### src/rtl/processor_param.sv
// ---------------------------------------------------------------------------
// processor_param -- tiny multi-cycle processor with eight general registers.
//
// Each instruction is fetched from DataIn in T0 when Run is high and then
// executed over one (mv, mvi, undefined opcodes) or three (ALU ops) further
// cycles. All register traffic goes through a single internal bus, which is
// exported on BusWires.
//
// Instruction word (DataIn[8:0]): opcode [8:6], Rx [5:3], Ry [2:0].
//   000 mv  Rx <- Ry        001 mvi Rx <- DataIn (operand in T1)
//   010 add Rx <- Rx + Ry   011 sub Rx <- Rx - Ry
//   100 and Rx <- Rx & Ry   (only when PROC_LOGIC_EN is defined)
//   others: no-op that finishes in T1
//
// Build option: define PROC_LOGIC_EN to include the AND instruction.
//
// Ports:
//   clock    in   single clock, rising edge
//   Reset    in   synchronous, active-high; clears state, IR, A, G, R0..R7
//   Run      in   start request, sampled only in T0
//   DataIn   in   W  instruction word (T0) / immediate operand (T1 of mvi)
//   Done     out  high during the final cycle of each instruction
//   BusWires out  W  internal bus value
//
// Parameters: W (bus/register width, >= 9), NREG (fixed at 8).
// ---------------------------------------------------------------------------
module processor_param #(
    parameter int W    = 9,
    parameter int NREG = 8
) (
    input  logic         clock,
    input  logic         Reset,
    input  logic         Run,
    input  logic [W-1:0] DataIn,
    output logic         Done,
    output logic [W-1:0] BusWires
);

    localparam logic [1:0] T0 = 2'd0;
    localparam logic [1:0] T1 = 2'd1;
    localparam logic [1:0] T2 = 2'd2;
    localparam logic [1:0] T3 = 2'd3;

    localparam logic [2:0] OP_MV  = 3'b000;
    localparam logic [2:0] OP_MVI = 3'b001;
    localparam logic [2:0] OP_ADD = 3'b010;
    localparam logic [2:0] OP_SUB = 3'b011;
    localparam logic [2:0] OP_AND = 3'b100;

    logic [1:0]   tstep;
    logic [8:0]   ir;
    logic [W-1:0] regs [NREG];
    logic [W-1:0] a;
    logic [W-1:0] g;
    logic [W-1:0] alu_result;

    logic [2:0]   opcode;
    logic [2:0]   rx;
    logic [2:0]   ry;
    logic         is_alu;

    assign opcode = ir[8:6];
    assign rx     = ir[5:3];
    assign ry     = ir[2:0];

    // NOTE: every signal assigned in always_comb gets a default first, so no
    // path through the block leaves it unassigned and no latch is inferred.
    always_comb begin
        is_alu = (opcode == OP_ADD) || (opcode == OP_SUB);
`ifdef PROC_LOGIC_EN
        if (opcode == OP_AND) is_alu = 1'b1;
`endif
    end

    // The ALU is only used in T2, when A holds the old Rx and the bus carries
    // Ry; both were sampled before any write, so Rx == Ry works naturally.
    always_comb begin
        alu_result = '0;
        case (opcode)
            OP_ADD: alu_result = a + BusWires;
            OP_SUB: alu_result = a - BusWires;
`ifdef PROC_LOGIC_EN
            OP_AND: alu_result = a & BusWires;
`endif
            default: alu_result = '0;
        endcase
    end

    // Bus source and Done decode.
    always_comb begin
        Done     = 1'b0;
        BusWires = '0;
        case (tstep)
            T1: begin
                if (is_alu) begin
                    BusWires = regs[rx];
                end else begin
                    Done = 1'b1;
                    if (opcode == OP_MV)       BusWires = regs[ry];
                    else if (opcode == OP_MVI) BusWires = DataIn;
                end
            end
            T2: BusWires = regs[ry];
            T3: begin
                BusWires = g;
                Done     = 1'b1;
            end
            default: BusWires = '0;
        endcase
    end

    // NOTE: sequential state uses non-blocking assignments only, so every
    // register samples values from before the edge regardless of order.
    always_ff @(posedge clock) begin
        if (Reset) begin
            tstep <= T0;
            ir    <= '0;
            a     <= '0;
            g     <= '0;
            // NOTE: the register file is reset explicitly because software
            // may read any register straight after reset and must see 0.
            for (int i = 0; i < NREG; i++) regs[i] <= '0;
        end else begin
            case (tstep)
                T0: begin
                    if (Run) begin
                        ir    <= DataIn[8:0];
                        tstep <= T1;
                    end
                end
                T1: begin
                    if (is_alu) begin
                        a     <= BusWires;
                        tstep <= T2;
                    end else begin
                        if (opcode == OP_MV || opcode == OP_MVI)
                            regs[rx] <= BusWires;
                        tstep <= T0;
                    end
                end
                T2: begin
                    g     <= alu_result;
                    tstep <= T3;
                end
                T3: begin
                    regs[rx] <= g;
                    tstep    <= T0;
                end
                default: tstep <= T0;
            endcase
        end
    end

endmodule

### config.mk
export PLATFORM = sky130hd
export DESIGN_NAME = processor_param
export DESIGN_NICKNAME = d
export VERILOG_FILES = /design/src/rtl/processor_param.sv
export SDC_FILE = /design/constraint.sdc
export NUM_CORES = 1
export LEC_CHECK = 0
export CORE_ASPECT_RATIO = 1.2
export CORE_MARGIN = 3
export CORE_UTILIZATION = 61
export DETAILED_ROUTE_END_ITERATION = 8
export PLACE_DENSITY_LB_ADDON = 0.2
export SYNTH_ARGS = -nofsm -noshare
export SYNTH_HDL_FRONTEND = slang
export SYNTH_SLANG_ARGS = --single-unit
### constraint.sdc
create_clock -name clock -period 5.2 [get_ports clock]
set_clock_uncertainty 0.05 [all_clocks]
set_input_delay 1.04 -clock clock [delete_from_list [all_inputs] [get_ports clock]]
set_output_delay 1.04 -clock clock [all_outputs]
set_load 0.1 [all_outputs]
# After elaboration in Yosys (flattened, before gate mapping)
# Memories as Yosys holds them, arrays and structs flattened. A register that Yosys moved wholly into a read port is not among the register bits.
# Cells that the tools add are included.
dict set report totals {
  ff_bits 29
  wordCells 50
  output_inout_bits 10
  mem_bits_rw 72
  memories 1
  inputBits 12
}
dict set report classes {
  n_bitwise 1
  reduce_logical 7
  n_eq_ne 7
  n_mux 28
  add_sub_neg 2
}
# name depth width read_ports rd_clocked_by_memory_dff write_ports line
set memory_table {}
lappend memory_table {regs 8 9 2 2 8 52} ;# logic [W-1:0] regs [NREG];
# operator count
set ops {}
lappend ops {{9-bit 2-to-1 mux} 5}
lappend ops {{9-bit one-hot mux with 3 select lines} 1}
lappend ops {{9-bit one-hot mux with 2 select lines} 1}
lappend ops {{3-bit 2-to-1 mux} 5}
lappend ops {{1-bit 2-to-1 mux} 12}
lappend ops {{9-bit adder} 1}
lappend ops {{9-bit OR reduction} 1}
lappend ops {{9-bit subtractor} 1}
lappend ops {{2-bit one-hot mux with 4 select lines} 1}
lappend ops {{3-bit by 2-bit equality test with 1-bit output, second input constant} 2}
lappend ops {{2-bit equality test, second input constant} 2}
lappend ops {{2-bit 2-to-1 mux} 2}
lappend ops {{2-bit AND reduction} 2}
lappend ops {{3-bit by 1-bit equality test with 1-bit output, second input constant} 1}
lappend ops {{3-bit zero test} 1}
lappend ops {{2-bit by 1-bit equality test with 1-bit output, second input constant} 1}
lappend ops {{2-bit zero test} 1}
lappend ops {{1-bit logical OR} 2}
lappend ops {{2-bit inequality test, second input constant} 1}
lappend ops {{1-bit one-hot mux with 2 select lines} 1}
lappend ops {{1-bit OR} 1}

# Longest topological paths before layout
dict set report logic_depth {
  ltp_word 10
  depth_mapped 20
  ltp_nobuf 17
}

# Worst setup path after synthesis
# Ideal clock, no wire load.
dict set report synth_path {
  path_kind {reg-to-reg}
  from {register with a tool-made name}
  to {register g[8]}
  setup_slack_ns 1.099
  path_stages_with_launch 18
  synth_period_minus_slack_ns 4.101
  arrival_ns 3.934
  setup_time_ns 0.117
  t_required_ns 5.033
  path_buffers 3
  cell_sequence {dfxtp_1 buf_6 buf_6 mux4_2 mux2_2 o211ai_2 o211a_1 buf_2 inv_1 ha_1 fa_1 o21ai_0 a21oi_1 o21ai_0 o41ai_1 xnor2_1 xnor2_1 o21ai_1}
}
# element line
set synth_rtl {}
lappend synth_rtl {{to (signal assigned)} 142} ;# g <= alu_result;
lappend synth_rtl {{to (decl)} 54} ;# logic [W-1:0] g;

==> metrics.txt <==
synthesized area per cell=11.5 um2; syn nets=between 500 and 600; fmax=between 200 and 250 MHz; RSZ-0062 raised after global routing=false; die height=between 100 and 150 um; Worst-Skew Late Latency=380 ps; FF+latch count, synth=107; share of the synthesized area in the top cell type=a little under two fifths; first-pass GRT wire length=around 22000 um; endpoints failing hold=0; synth-to-layout area growth=7.45%; chip width=94.8 um; CTS resizes=0; drt first pass iters=5; # Max-Cap Violations=0; setup tns final=0 ps; Total Routed Length=between 10000 and 15000 um; clock slew at reported path FFs=110 ps; area leader, netlist=edfxtp_1; number of synthesized flops with an enable pin=just over 70; ys async rst share=0%; Clock Power Share=28.6%; top post-synthesis cells by area=edfxtp_1 37%, dfxtp_1 12%, mux4_2 12%; layout cells sized above 1=approximately 18%; Post-Syn Area=about 0.0058 mm2; worst slew pin tran=1010 ps; gr ovfl total=0; worst vdd ir=~0.17 mV; final hold slack=approximately 400 ps; largest fanout on the critical path=18; CTS Buffer Depth=2; Die Area=around 0.011 mm2; DR vias=approximately 4000; Sink Count=around 110; Final GP Congestion=0.881; Gate power share=~20%; Starting Density=between 60% and 70%; antenna violations before repair=0; Sw Share=around 30%; CTS tree=done; 1st-iter DRT viols=roughly 420; Worst Path Required=~5400 ps; final worst path period share=between 90% and 100%; CTS buffer count=9; worst hold path class=flop to flop; R2R setup slack=roughly 500 ps; internal power=~0.0013 W; root buffer cell=clkbuf_8; crit path DAT=4940 ps; sequential fraction of design power=between 50% and 60%; Global Route Usage Sum=28.8%; Post-Place Setup Slack=494 ps; WL/cell=22.5 um; leakage power=~2.2 nW; Setup crit end kind=flop; H-tree Lvls=3; drc violations=0; port bufs=21; P_sw=0.000558 W; Cells after Synth=between 500 and 600; CP Launch Type=flop; Layout Nets=between 500 and 600; Via density=6.35; post-CTS setup buffers=0; final antenna diode count=0; core box area=between 0.009 and 0.01 mm2; dpl hpwl=just under 10000 um; worst setup path class=flop to flop; row cnt=38; min Tclk post-route=4700 ps; vias in the first global route=a little over 4000; Final ANT Viol Nets=0; Rel. slew slack=~32%; final setup fails=0; Synth Flop Type=edfxtp_1; Hold-fix buffers, CTS=0; post-synthesis sequential area ratio=between 40 and 50%; Cell variety after synth=54; outcome=complete, no violations; total power=about 0.0019 W; largest net degree at the start of global routing=39; I/O pin count=22; Pwr per Cell Area=304 mW/mm2; YS warnings=0; PnR worst setup slack=approximately 500 ps; Final Max Tran Viols=0
layer usage:
metal | global-route usage (%) | part of all wire, % | vias up
li1 | - | - | 1815
met1 | 36.7 | 37 | 1968
met2 | 48.4 | 51 | 198
met3 | 4.16 | 7.7 | 49
met4 | 13.5 | 4.3 | 0
met5 | 0 | 0 | -
synthesized netlist by cell type, types with 2 or more instances:
cell type	n
nor2_1	109
edfxtp_1	72
dfxtp_1	35
mux4_2	30
nand2_1	30
a21oi_1	20
o21ai_0	19
inv_1	18
mux2_2	16
mux2i_1	15
nand2b_1	14
buf_2	13
clkbuf_1	11
xnor2_1	10
ha_1	9
a22oi_1	8
nor2b_1	7
buf_6	5
nand3_1	5
nor3_1	5
mux4_1	4
and2_1	3
buf_4	3
nor3b_1	3
o211a_1	3
a21boi_0	2
buf_1	2
nand3b_1	2
nor3b_2	2
o21a_1	2
xor2_1	2
sequential cells by signal, indices dropped and copies added (netlist names), named ones only:
register  flops
a             9
ir            9
regs         72
g             9
tstep         1
power by group through the flow:
stage | clock [W] | combinational [W] | sequential (W)
floorplan | 0 | 0.000307 | 0.000965
finish | 0.000539 | 0.000369 | 0.000977
detailed placement | 0 | 0.000364 | 0.000996
global route | 0.000582 | 0.000397 | 0.000982
CTS | 0.000539 | 0.000367 | 0.000976
global placement | 0 | 0.000360 | 0.000993
critical path: stages (launching register included):
cell and delay, ps:
dfxtp_1 990, mux4_2 610, mux2_2 300, o211ai_1 190, o211a_1 210, ha_1 240, nand2_1 60, o21ai_0 150
inv_1 90, ha_1 220, nor2b_1 120, o21ai_0 210, a21boi_0 170, o21ai_0 240, a21boi_0 160, o21a_1 200
o21a_1 170, o31ai_1 240
kinds of logic (layout without fill, tap and decap cells):
kind of cell,after synthesis,count (layout),synth area share (%)
and+or+nand+nor,187,187,15.1
DFF,107,107,49.6
AOI/OAI and AO/OA,66,66,7.19
muxes,65,65,19.2
buffers and inverters,55,68,4.75
xor gates and xnor gates,12,12,1.82
adders and majority gates,10,10,2.30
worst paths after layout:
| check | from | endpoint | cells after the start |
|---|---|---|---|
| worst max-delay path | flop | g[7]$_SDFFE_PP0N_ | 17 |
| worst max register to register | flop | g[7]$_SDFFE_PP0N_ | 17 |
| worst min-delay path | a[0]$_SDFFE_PP0P_ | a[0]$_SDFFE_PP0P_ | 2 |
| worst min register to register | a[0]$_SDFFE_PP0P_ | a[0]$_SDFFE_PP0P_ | 2 |
area by class of cell:
class / count / area [um2]
fill: 717 / 2920
tap: 120 / 150
inverter: 21 / 81.3
sequential: 107 / 2860
timing repair buffer: 31 / 263
clock buffer: 9 / 124
multi-input combinational: 340 / 2640
clock inverter: 7 / 81.3
metrics by stage:
step / utilization [%] / cells / area, um2
floorplan: - / 502 / 5770
global placement: 65.7 / 619 / 6000
detailed placement: 65.7 / 619 / 6000
CTS: 68.0 / 635 / 6200
global route: 68.0 / 635 / 6200
finish: 68.0 / 635 / 6200
placed cells by master, fill, tap and decap left out, types with 3 or more instances in the layout:
| master | synthesis | routed |
|---|---|---|
| nand3_1 | 5 | 5 |
| nor3_1 | 5 | 5 |
| o21ai_0 | 19 | 19 |
| dfxtp_1 | 35 | 35 |
| nor2b_1 | 7 | 7 |
| mux4_1 | 4 | 4 |
| mux2i_1 | 15 | 15 |
| edfxtp_1 | 72 | 72 |
| nand2b_1 | 14 | 14 |
| a21oi_1 | 20 | 20 |
| inv_1 | 18 | 18 |
| clkbuf_8 | 0 | 9 |
| buf_4 | 3 | 19 |
| clkdlybuf4s50_1 | 0 | 12 |
| mux4_2 | 30 | 30 |
| and2_1 | 3 | 3 |
| nor3b_2 | 2 | 3 |
| xnor2_1 | 10 | 10 |
| mux2_2 | 16 | 16 |
| o211a_1 | 3 | 3 |
| nand2_1 | 30 | 30 |
| a22oi_1 | 8 | 8 |
| ha_1 | 9 | 9 |
| nor2_1 | 109 | 109 |
No activity file was read; power rests on OpenSTA's default activity.
